### src/rtl/axivideo_patgen_if.sv
`default_nettype none
// ============================================================================
//  Module      : axivideo_patgen_if
//  Description : AXI-stream video bus (TVALID/TREADY/TDATA/TLAST/TUSER)
//                shared by the pattern generator and its consumer.
//  Revision    : 1.0  initial release
// ============================================================================
interface axivideo_patgen_if #(
    parameter int PW = 24
) ();
    logic          TVALID;
    logic          TREADY;
    logic [PW-1:0] TDATA;
    logic          TLAST;
    logic          TUSER;

    modport master (output TVALID, output TDATA, output TLAST, output TUSER,
                    input  TREADY);
    modport slave  (input  TVALID, input  TDATA, input  TLAST, input  TUSER,
                    output TREADY);
endinterface
`default_nettype wire

### src/rtl/axivideo_patgen.sv
`default_nettype none
// ============================================================================
//  Module      : axivideo_patgen
//  Description : Synthetic AXI-stream video source. Emits fixed-geometry
//                frames (x ramp, y ramp, checkerboard, frame counter) with
//                all outputs registered and held stable under back-pressure.
//  Options     : define AXIVIDEO_PATGEN_FRMCNT_EN to build the 16-bit
//                completed-frame counter (pattern 3 then shows its low byte;
//                otherwise pattern 3 is constant 8'h80 and the count is 0).
//  Revision    : 1.0  initial release
// ============================================================================
module axivideo_patgen #(
    parameter int PW               = 24,
    parameter int LGDIM            = 10,
    parameter bit OPT_TUSER_IS_SOF = 1'b1
) (
    input  wire                 i_clk,
    input  wire                 i_reset_n,
    input  wire                 i_en,
    input  wire [LGDIM-1:0]     i_width,
    input  wire [LGDIM-1:0]     i_height,
    input  wire [1:0]           i_pattern,
    axivideo_patgen_if.master   M_VID,
    output logic                o_busy,
    output logic                o_frame_done,
    output logic [15:0]         o_frame_count
);
    localparam int               c_lanes = PW / 8;
    localparam logic [LGDIM-1:0] c_one   = LGDIM'(1);
    localparam logic [LGDIM-1:0] c_two   = LGDIM'(2);

    typedef enum logic [0:0] {S_IDLE = 1'b0, S_ACTIVE = 1'b1} state_t;

    state_t            state_q, state_d;
    logic [LGDIM-1:0]  xpos_q, xpos_d, ypos_q, ypos_d;
    logic [LGDIM-1:0]  width_q, width_d, height_q, height_d;
    logic [1:0]        pattern_q, pattern_d;
    logic              tvalid_q, tvalid_d, tlast_q, tlast_d, tuser_q, tuser_d;
    logic [PW-1:0]     tdata_q, tdata_d;
    logic              done_q, done_d;

    logic              w_xfer, w_dims_ok, w_at_eol, w_last_px;
    logic              w_load, w_stop;
    logic [7:0]        w_pix;

    // TVALID is only ever high in ACTIVE, so a transfer implies ACTIVE.
    assign w_xfer    = tvalid_q && M_VID.TREADY;
    assign w_dims_ok = (i_width > c_two) && (i_height > c_two);
    assign w_at_eol  = (xpos_q == width_q - c_one);
    assign w_last_px = w_at_eol && (ypos_q == height_q - c_one);

`ifdef AXIVIDEO_PATGEN_FRMCNT_EN
    logic [15:0] fcnt_q, fcnt_d;

    // Count completed frames; the next frame already sees the new count.
    always_comb begin
        fcnt_d = fcnt_q;
        if (w_xfer && w_last_px) begin
            fcnt_d = fcnt_q + 16'd1;
        end
    end

    // Frame counter register, cleared only by reset.
    always_ff @(posedge i_clk) begin
        if (!i_reset_n) begin
            fcnt_q <= 16'h0000;
        end else begin
            fcnt_q <= fcnt_d;
        end
    end

    assign o_frame_count = fcnt_q;
`else
    assign o_frame_count = 16'h0000;
`endif

    // Next-state and position sequencing; dims/pattern latched at frame start.
    always_comb begin
        state_d   = state_q;
        xpos_d    = xpos_q;
        ypos_d    = ypos_q;
        width_d   = width_q;
        height_d  = height_q;
        pattern_d = pattern_q;
        done_d    = 1'b0;
        w_load    = 1'b0;
        w_stop    = 1'b0;
        case (state_q)
            S_IDLE: begin
                if (i_en && w_dims_ok) begin
                    state_d   = S_ACTIVE;
                    width_d   = i_width;
                    height_d  = i_height;
                    pattern_d = i_pattern;
                    xpos_d    = '0;
                    ypos_d    = '0;
                    w_load    = 1'b1;
                end
            end
            S_ACTIVE: begin
                if (w_xfer) begin
                    w_load = 1'b1;
                    if (w_last_px) begin
                        done_d = 1'b1;
                        xpos_d = '0;
                        ypos_d = '0;
                        if (i_en && w_dims_ok) begin
                            width_d   = i_width;
                            height_d  = i_height;
                            pattern_d = i_pattern;
                        end else begin
                            state_d = S_IDLE;
                            w_load  = 1'b0;
                            w_stop  = 1'b1;
                        end
                    end else if (w_at_eol) begin
                        xpos_d = '0;
                        ypos_d = ypos_q + c_one;
                    end else begin
                        xpos_d = xpos_q + c_one;
                    end
                end
            end
            default: state_d = S_IDLE;
        endcase
    end

    // Registered beat contents for the pixel about to be presented.
    always_comb begin
        w_pix = 8'h00;
        case (pattern_d)
            2'd0: w_pix = xpos_d[7:0];
            2'd1: w_pix = ypos_d[7:0];
            2'd2: w_pix = (xpos_d[3] ^ ypos_d[3]) ? 8'hFF : 8'h00;
`ifdef AXIVIDEO_PATGEN_FRMCNT_EN
            default: w_pix = fcnt_d[7:0];
`else
            default: w_pix = 8'h80;
`endif
        endcase

        tvalid_d = tvalid_q;
        tdata_d  = tdata_q;
        tlast_d  = tlast_q;
        tuser_d  = tuser_q;
        if (w_load) begin
            tvalid_d = 1'b1;
            tdata_d  = {c_lanes{w_pix}};
            if (OPT_TUSER_IS_SOF) begin
                tlast_d = (xpos_d == width_d - c_one);
                tuser_d = (xpos_d == '0) && (ypos_d == '0);
            end else begin
                tlast_d = (xpos_d == width_d - c_one) && (ypos_d == height_d - c_one);
                tuser_d = (xpos_d == width_d - c_one);
            end
        end else if (w_stop) begin
            tvalid_d = 1'b0;
            tdata_d  = '0;
            tlast_d  = 1'b0;
            tuser_d  = 1'b0;
        end
    end

    // State, position and output registers.
    always_ff @(posedge i_clk) begin
        if (!i_reset_n) begin
            state_q   <= S_IDLE;
            xpos_q    <= '0;
            ypos_q    <= '0;
            width_q   <= '0;
            height_q  <= '0;
            pattern_q <= 2'd0;
            tvalid_q  <= 1'b0;
            tdata_q   <= '0;
            tlast_q   <= 1'b0;
            tuser_q   <= 1'b0;
            done_q    <= 1'b0;
        end else begin
            state_q   <= state_d;
            xpos_q    <= xpos_d;
            ypos_q    <= ypos_d;
            width_q   <= width_d;
            height_q  <= height_d;
            pattern_q <= pattern_d;
            tvalid_q  <= tvalid_d;
            tdata_q   <= tdata_d;
            tlast_q   <= tlast_d;
            tuser_q   <= tuser_d;
            done_q    <= done_d;
        end
    end

    assign M_VID.TVALID = tvalid_q;
    assign M_VID.TDATA  = tdata_q;
    assign M_VID.TLAST  = tlast_q;
    assign M_VID.TUSER  = tuser_q;
    assign o_busy       = (state_q == S_ACTIVE);
    assign o_frame_done = done_q;

endmodule
`default_nettype wire
### src/flat_wrapper.sv
// flat-port wrapper written by rule: the top's interface ports become plain ports
module axivideo_patgen_flat 
#(
    parameter int PW               = 24,
    parameter int LGDIM            = 10,
    parameter bit OPT_TUSER_IS_SOF = 1'b1
)
  (i_clk, i_reset_n, i_en, i_width, i_height, i_pattern, o_busy, o_frame_done, o_frame_count, M_VID_TVALID, M_VID_TDATA, M_VID_TLAST, M_VID_TUSER, M_VID_TREADY);
  axivideo_patgen_if #(.PW(PW)) M_VID_i ();
  input  wire i_clk;
  input  wire i_reset_n;
  input  wire i_en;
  input  wire [LGDIM-1:0] i_width;
  input  wire [LGDIM-1:0] i_height;
  input  wire [1:0] i_pattern;
  output logic o_busy;
  output logic o_frame_done;
  output logic [15:0] o_frame_count;
  output wire logic [$bits(M_VID_i.TVALID)-1:0] M_VID_TVALID;
  output wire logic [$bits(M_VID_i.TDATA)-1:0] M_VID_TDATA;
  output wire logic [$bits(M_VID_i.TLAST)-1:0] M_VID_TLAST;
  output wire logic [$bits(M_VID_i.TUSER)-1:0] M_VID_TUSER;
  input wire logic [$bits(M_VID_i.TREADY)-1:0] M_VID_TREADY;
  assign M_VID_TVALID = M_VID_i.TVALID;
  assign M_VID_TDATA = M_VID_i.TDATA;
  assign M_VID_TLAST = M_VID_i.TLAST;
  assign M_VID_TUSER = M_VID_i.TUSER;
  assign M_VID_i.TREADY = M_VID_TREADY;
  axivideo_patgen #(.PW(PW), .LGDIM(LGDIM), .OPT_TUSER_IS_SOF(OPT_TUSER_IS_SOF)) u_core (.i_clk(i_clk), .i_reset_n(i_reset_n), .i_en(i_en), .i_width(i_width), .i_height(i_height), .i_pattern(i_pattern), .M_VID(M_VID_i), .o_busy(o_busy), .o_frame_done(o_frame_done), .o_frame_count(o_frame_count));
endmodule
### config.mk
export PLATFORM = sky130hd
export DESIGN_NAME = axivideo_patgen_flat
export DESIGN_NICKNAME = d
export VERILOG_FILES = /design/src/rtl/axivideo_patgen_if.sv /design/src/rtl/axivideo_patgen.sv /design/src/flat_wrapper.sv
export SDC_FILE = /design/constraint.sdc
export NUM_CORES = 1
export LEC_CHECK = 0
export CORE_ASPECT_RATIO = 0.75
export CORE_UTILIZATION = 45
export CTS_CLUSTER_DIAMETER = 40
export DETAILED_ROUTE_END_ITERATION = 7
export GPL_TIMING_DRIVEN = 0
export PLACE_DENSITY = 0.81
export SLEW_MARGIN = 10
export SYNTH_ARGS = -nofsm -noshare
export SYNTH_HDL_FRONTEND = slang
export SYNTH_SLANG_ARGS = --single-unit
### constraint.sdc
create_clock -name i_clk -period 3.9 [get_ports i_clk]
set_input_delay 0.39 -clock i_clk [delete_from_list [all_inputs] [get_ports i_clk]]
set_output_delay 0.39 -clock i_clk [all_outputs]
set_load 0.02 [all_outputs]
# Yosys cells after proc, flatten, opt, wreduce, memory -nomap -nowiden
# Cells that the tools add are included.
[totals]
reg_bits = 71
input_bits = 26
out_inout_bits = 45
wordCells = 79
[classes]
muxes = 41
order_cmp = 2
add_sub_neg = 5
reduce_logical = 11
eq_ne = 7
bitwise = 2
[ops]
columns = ["operator", "n"]
rows = [
  ["2-to-1 mux 10 bit", 14],
  ["one-hot mux 10 bit (2 select lines)", 4],
  ["2-to-1 mux 24 bit", 2],
  ["== test 10 bit", 3],
  ["subtractor 10 x 1 -> 10 bit (second input constant)", 3],
  ["one-hot mux 8 bit (3 select lines)", 1],
  ["adder 10 x 1 -> 10 bit (second input constant)", 2],
  ["> comparator 10 x 2 -> 1 bit (second input constant)", 2],
  ["zero test 10 bit", 2],
  ["2-to-1 mux 1 bit", 13],
  ["2-to-1 mux 8 bit", 1],
  ["2-to-1 mux 2 bit", 3],
  ["logical AND 1 bit", 5],
  ["inequality test 2 bit (second input constant)", 2],
  ["one-hot mux 1 bit (2 select lines)", 2],
  ["one-hot mux 2 bit (2 select lines)", 1],
  ["AND reduction 3 bit", 1],
  ["== test 2 x 1 -> 1 bit (second input constant)", 1],
  ["== test 2 bit (second input constant)", 1],
  ["zero test 2 bit", 1],
  ["AND reduction 2 bit", 1],
  ["nonzero test 2 bit", 1],
  ["NOT 1 bit", 1],
  ["XOR 1 bit", 1],
]

# Longest topological paths before layout
[depth]
depth_word = 10
ltp_mapped = 18
ltp_nobuf = 16

# Worst setup path before layout
# OpenSTA, ideal clock, no wires.
[synth_timing]
path_type = "reg-to-reg"
startpoint = "reg u_core.width_q[5]"
endpoint = "reg u_core.tlast_q, in the netlist u_core.M_VID.TLAST"
synth_period_minus_slack_ns = 3.700
path_buffers = 1
arrival_ns = 3.581
t_required_ns = 3.780
path_slack_ns = 0.200
stages_incl_launch_ff = 16
setup_ns = 0.120
cell_sequence = "dfxtp_1 > buf_2 > or4_1 > or4_1 > a21oi_1 > a21oi_1 > nor4_4 > a21boi_1 > nor2_1 > nor2_1 > a21oi_1 > ha_1 > xor2_1 > and4_1 > o2111ai_1 > o21ai_1"
[synth_between]
elab_chain_len = 9
elab_cells_between_ends = 21
cone_classes = "2 x add/sub; 2 x eq/ne; 15 x mux; 2 x reduce/logical"
[synth_rtl]
columns = ["element", "line", "rtl"]
rows = [
  ["from (decl)", "axivideo_patgen.sv:36", "logic [LGDIM-1:0] width_q, width_d, height_q, height_d;"],
  ["from (signal assigned)", "axivideo_patgen.sv:182", "width_q <= width_d;"],
  ["subtractor 10 x 1 -> 10 bit", "axivideo_patgen.sv:49", "assign w_at_eol = (xpos_q == width_q - c_one);"],
  ["== test 10 bit", "axivideo_patgen.sv:49", ""],
  ["logical AND 1 bit", "axivideo_patgen.sv:50", "assign w_last_px = w_at_eol && (ypos_q == height_q - c_one);"],
  ["2-to-1 mux 10 bit", "axivideo_patgen.sv:103", "if (w_last_px) begin"],
  ["2-to-1 mux 10 bit", "axivideo_patgen.sv:101", "if (w_xfer) begin"],
  ["one-hot mux 10 bit (2 select lines)", "axivideo_patgen.sv:88", "case (state_q)"],
  ["subtractor 10 x 1 -> 10 bit", "axivideo_patgen.sv:150", "tlast_d = (xpos_d == width_d - c_one);"],
  ["== test 10 bit", "axivideo_patgen.sv:150", ""],
  ["2-to-1 mux 1 bit", "axivideo_patgen.sv:146", "if (w_load) begin"],
  ["to (signal assigned)", "axivideo_patgen.sv:187", "tlast_q <= tlast_d;"],
  ["to (decl)", "axivideo_patgen.sv:38", "logic tvalid_q, tvalid_d, tlast_q, tlast_d, tuser_q, tuser_d;"],
]
# Parallel ways exist; a longest one is shown, timed or not.
# A chain may end at the register's enable or synchronous reset.

# Worst setup path after layout
[layout_timing]
startpoint = "reg u_core.width_q[3]"
endpoint = "reg u_core.tlast_q, in the netlist u_core.M_VID.TLAST"
# Same word-level chain as after synthesis.

==> qor.csv <==
stage,metric,value,unit
die,row count,29,
clocking,CTS Buffer Depth,2,
critical_path,Reg-to-Reg Start,u_core.width_q[3],
die,I/O Pins,71,
critical_path,CP max FO,9,
clocking,"Reg clk slew, reported paths",0.07,ns
layout,final non-filler cell total,713,
drt,Routed WL per cell,16.8,um
clocking,Clock Sinks,55,
global_route,vias in the first global route,3831,
power,"Power, Total",0.00145,W
yosys,post-synthesis instance total,517,
global_route,largest net degree at the start of global routing,17,
clocking,"Clk Latency, worst-skew pair",0.29,ns
outcome,status,finished with violations,
layout,antenna cells,0,
yosys,main combinational cell family by area after synthesis,simple AND/OR/NAND/NOR gates,
sta,Rel. slew slack,47.6,%
power,PD cells,279,nW/um^2
yosys,adder-cell share of the synthesized area,1.53,%
sta,post-route setup TNS,0,ns
clocking,H-tree levels,2,
yosys,"Avg Cell Area, Syn",7.93,um^2
critical_path,CP arrival,4.06,ns
critical_path,R2R Setup Slk,0.06,ns
yosys,sequential-to-total area share from yosys stat,26.9,%
sta,Final setup viols,0,
yosys,mapped cell area,4100,um^2
global_route,Total GRT Usage,24.8,%
drt,vias per std cell,5.90,
global_route,initial antenna violation count,0,
sta,fin crit period,3.84,ns
layout,Reg area,1110,um^2
drt,Antenna Violating Nets Remaining,0,
sta,fmax,0.260,GHz
yosys,Yosys cell types,70,
layout,Nets,635,
min_path,"Endpoint, Worst Hold",u_core.M_VID.TLAST,
critical_path,CP required,4.12,ns
sta,final count of pins violating max slew,0,
yosys,number of flops mapped to enable cells by yosys,0,
yosys,Synth Area in Compound Gates,20.4,%
global_route,first-pass GRT wire length,18800,um
clocking,clock root cell,clkbuf_16,
drt,Initial DRT Pass Iterations,7,
outcome,violated checks,design-rule violations,
yosys,area share of the largest cell type after synthesis,26.9,%
layout,Area Overhead vs Synth,26.8,%
drt,drt initial violations,394,
yosys,Synth area leader,dfxtp_1,
sta,crit share post-route,98.5,%
sta,Final WS setup,0.0589,ns
drt,WL final,12000,um
yosys,Synth top cells by count,"58 x nand2_1, 55 x dfxtp_1, 40 x nor2_1",
global_route,Overflow after GRT,0,
layout,multi-input logic area,2750,um^2
sta,"Hold Vio Cnt, Final",0,
power,Peak VDD IR,0.171,mV
yosys,Yosys reg bits,55,
placement,Post-DP Area,4830,um^2
sta,RSZ-0062 raised after global routing,yes,
critical_path,critical-path cell list,"or3_4, or3_4, a211o_4, or4b_4, nor4_4, nor2_4, buf_12, mux2i_4, ha_4, xor2_1, and4_1, o2111ai_1, o21ai_1",
critical_path,Buf/Inv on CP,1,
die,Die Height,84.7,um
critical_path,CP startpoint,u_core.width_q[3],
power,Pleak,2.04,nW
die,Die Width,112,um
run,max_cap viols,0,
critical_path,Worst R2R End,u_core.M_VID.TLAST,
die,die area,9500,um^2
drt,DR vias,4205,
min_path,worst hold path startpoint,u_core.M_VID.TLAST,
critical_path,top cell family by delay on the critical path,simple AND/OR/NAND/NOR gates,
die,initial core utilization,47.5,%
critical_path,reg2reg path depth,13,
critical_path,Worst setup EP type,flop,
clocking,total CTS buffers,5,
critical_path,Crit path depth,13,
layout,Fill cells,784,
yosys,top-count cell post-synth,nand2_1,
yosys,Yosys warning total,0,
die,Core ar.,8640,um^2
layout,fin area,5200,um^2
critical_path,cell mode on critical path,or3_4,
yosys,largest cells by area after synthesis,"dfxtp_1 27%, buf_4 5.9%, xnor2_1 5.8%",
yosys,mux share of post-synthesis cell area,5.37,%
placement,GPL Wtd Cong,0.974,
critical_path,critical path's largest stage delay,0.54,ns
placement,pre-CTS setup slack,-0.599,ns
placement,DP Wirelength,9230,um
layout,share of layout cells above drive strength 1,17.5,%
yosys,post-synthesis xor/xnor area fraction,9.19,%
yosys,simple-gate share of the synthesized area,26.6,%
clocking,TritonCTS clock tree,yes,
placement,placed instance count,694,
sta,clock skew,0.00317,ns
sta,Tightest Pin Transition,0.783,ns
critical_path,CP startpoint kind,flop,
yosys,ys flop type,dfxtp_1,
yosys,ys async rst share,0,%
clocking,cts hold-fix bufs,0,
min_path,type of the most critical hold path,reg -> reg,
drt,residual DRC count,7,
placement,Port Buffers,54,
min_path,hold-critical path depth,2,
critical_path,Setup CP Type,reg -> reg,
critical_path,slowest stage cell on the critical path,or4b_4,
-- registers in the layout, indices dropped and copies added, names as in the netlist --
name / cells
u_core.M_VID.TDATA: 8
u_core.M_VID.TLAST: 1
u_core.M_VID.TUSER: 1
u_core.M_VID.TVALID: 1
u_core.height_q: 10
u_core.o_busy: 1
u_core.o_frame_done: 1
u_core.pattern_q: 2
u_core.width_q: 10
u_core.xpos_q: 10
u_core.ypos_q: 10
-- cell families after synthesis --
kind of cell / count (synthesis)
muxes: 18
adders and majority gates: 5
other: 1
and+or+nand+nor: 211
xor gates and xnor gates: 43
AOI/OAI and AO/OA: 116
DFF: 55
buffers and inverters: 68
-- stage by stage --
stage	utilization, %	hold slack (ns)
global placement	55.9	0.453
finish	60.2	0.476
CTS	58.2	0.479
floorplan	-	0.448
detailed placement	55.9	0.469
global route	60.2	0.510
-- worst register-to-register path: cells and delay by family, from the launching register on --
| family | cells | cell delay (ns) |
|---|---|---|
| compound gates | 3 | 0.64 |
| flops | 1 | 0.38 |
| simple gates | 6 | 1.97 |
| xor+xnor | 1 | 0.12 |
| mux | 1 | 0.21 |
| buf+inv | 1 | 0.16 |
| fa+ha+maj | 1 | 0.29 |
-- worst max path at each step --
| stage | end | slack (ns) |
|---|---|---|
| after CTS | u_core.M_VID.TLAST | 0.004 |
| after global routing | u_core.M_VID.TLAST | -0.05 |
| after floorplan | u_core.M_VID.TLAST | 0.20 |
| after detailed placement | u_core.M_VID.TLAST | -0.60 |
| after global placement | u_core.M_VID.TLAST | -0.51 |
| final | u_core.M_VID.TLAST | 0.06 |
-- repair_timing --
action / CTS / global route
resized for setup: 11 / 17
pin swaps: 3 / 8
buffers inserted: 2 / 14
endpoints found under the hold margin: 0 / 0
setup endpoints to repair: 14 / 3
-- power breakdown --
part           switching (W)  internal, W  leakage (nW)
sequential         0.0000277     0.000579         0.450
clock               0.000204     0.000238        0.0669
combinational       0.000220     0.000184          1.52
-- cell type report --
class / instances / share of cell area, %
clock inverter: 2 / 0.241
inverter: 11 / 0.794
tap: 108 / 2.60
buffer: 52 / 6.86
clock buffer: 6 / 2.48
timing repair buffer: 70 / 12.7
multi-input combinational: 409 / 52.9
sequential: 55 / 21.4
-- cells in the final DEF, fill, tap and decap left out, types with 10 or more instances in the layout --
cell	Yosys	routed
a22o_1	10	10
nor3_1	15	14
nand2_1	58	58
a21oi_1	27	25
mux2i_1	11	11
and2_1	13	13
conb_1	1	16
nand4_1	10	10
clkbuf_1	16	13
xor2_1	16	16
buf_4	32	48
dfxtp_1	55	50
xnor2_1	27	27
clkdlybuf4s50_1	0	54
nand3_1	17	17
nor4_1	12	12
nor2_1	40	39
o21ai_0	18	18
-- metal layers --
| metal | GRT usage [%] | wire, um | vias up |
|---|---|---|---|
| met3 | 3.47 | 1070 | 31 |
| met4 | 7.76 | 220 | 0 |
| met2 | 40.1 | 5440 | 227 |
| li1 | - | - | 1979 |
| met5 | 0 | 0 | - |
| met1 | 34.2 | 5270 | 1968 |
Note: power is estimated with default switching activity, not from simulation.
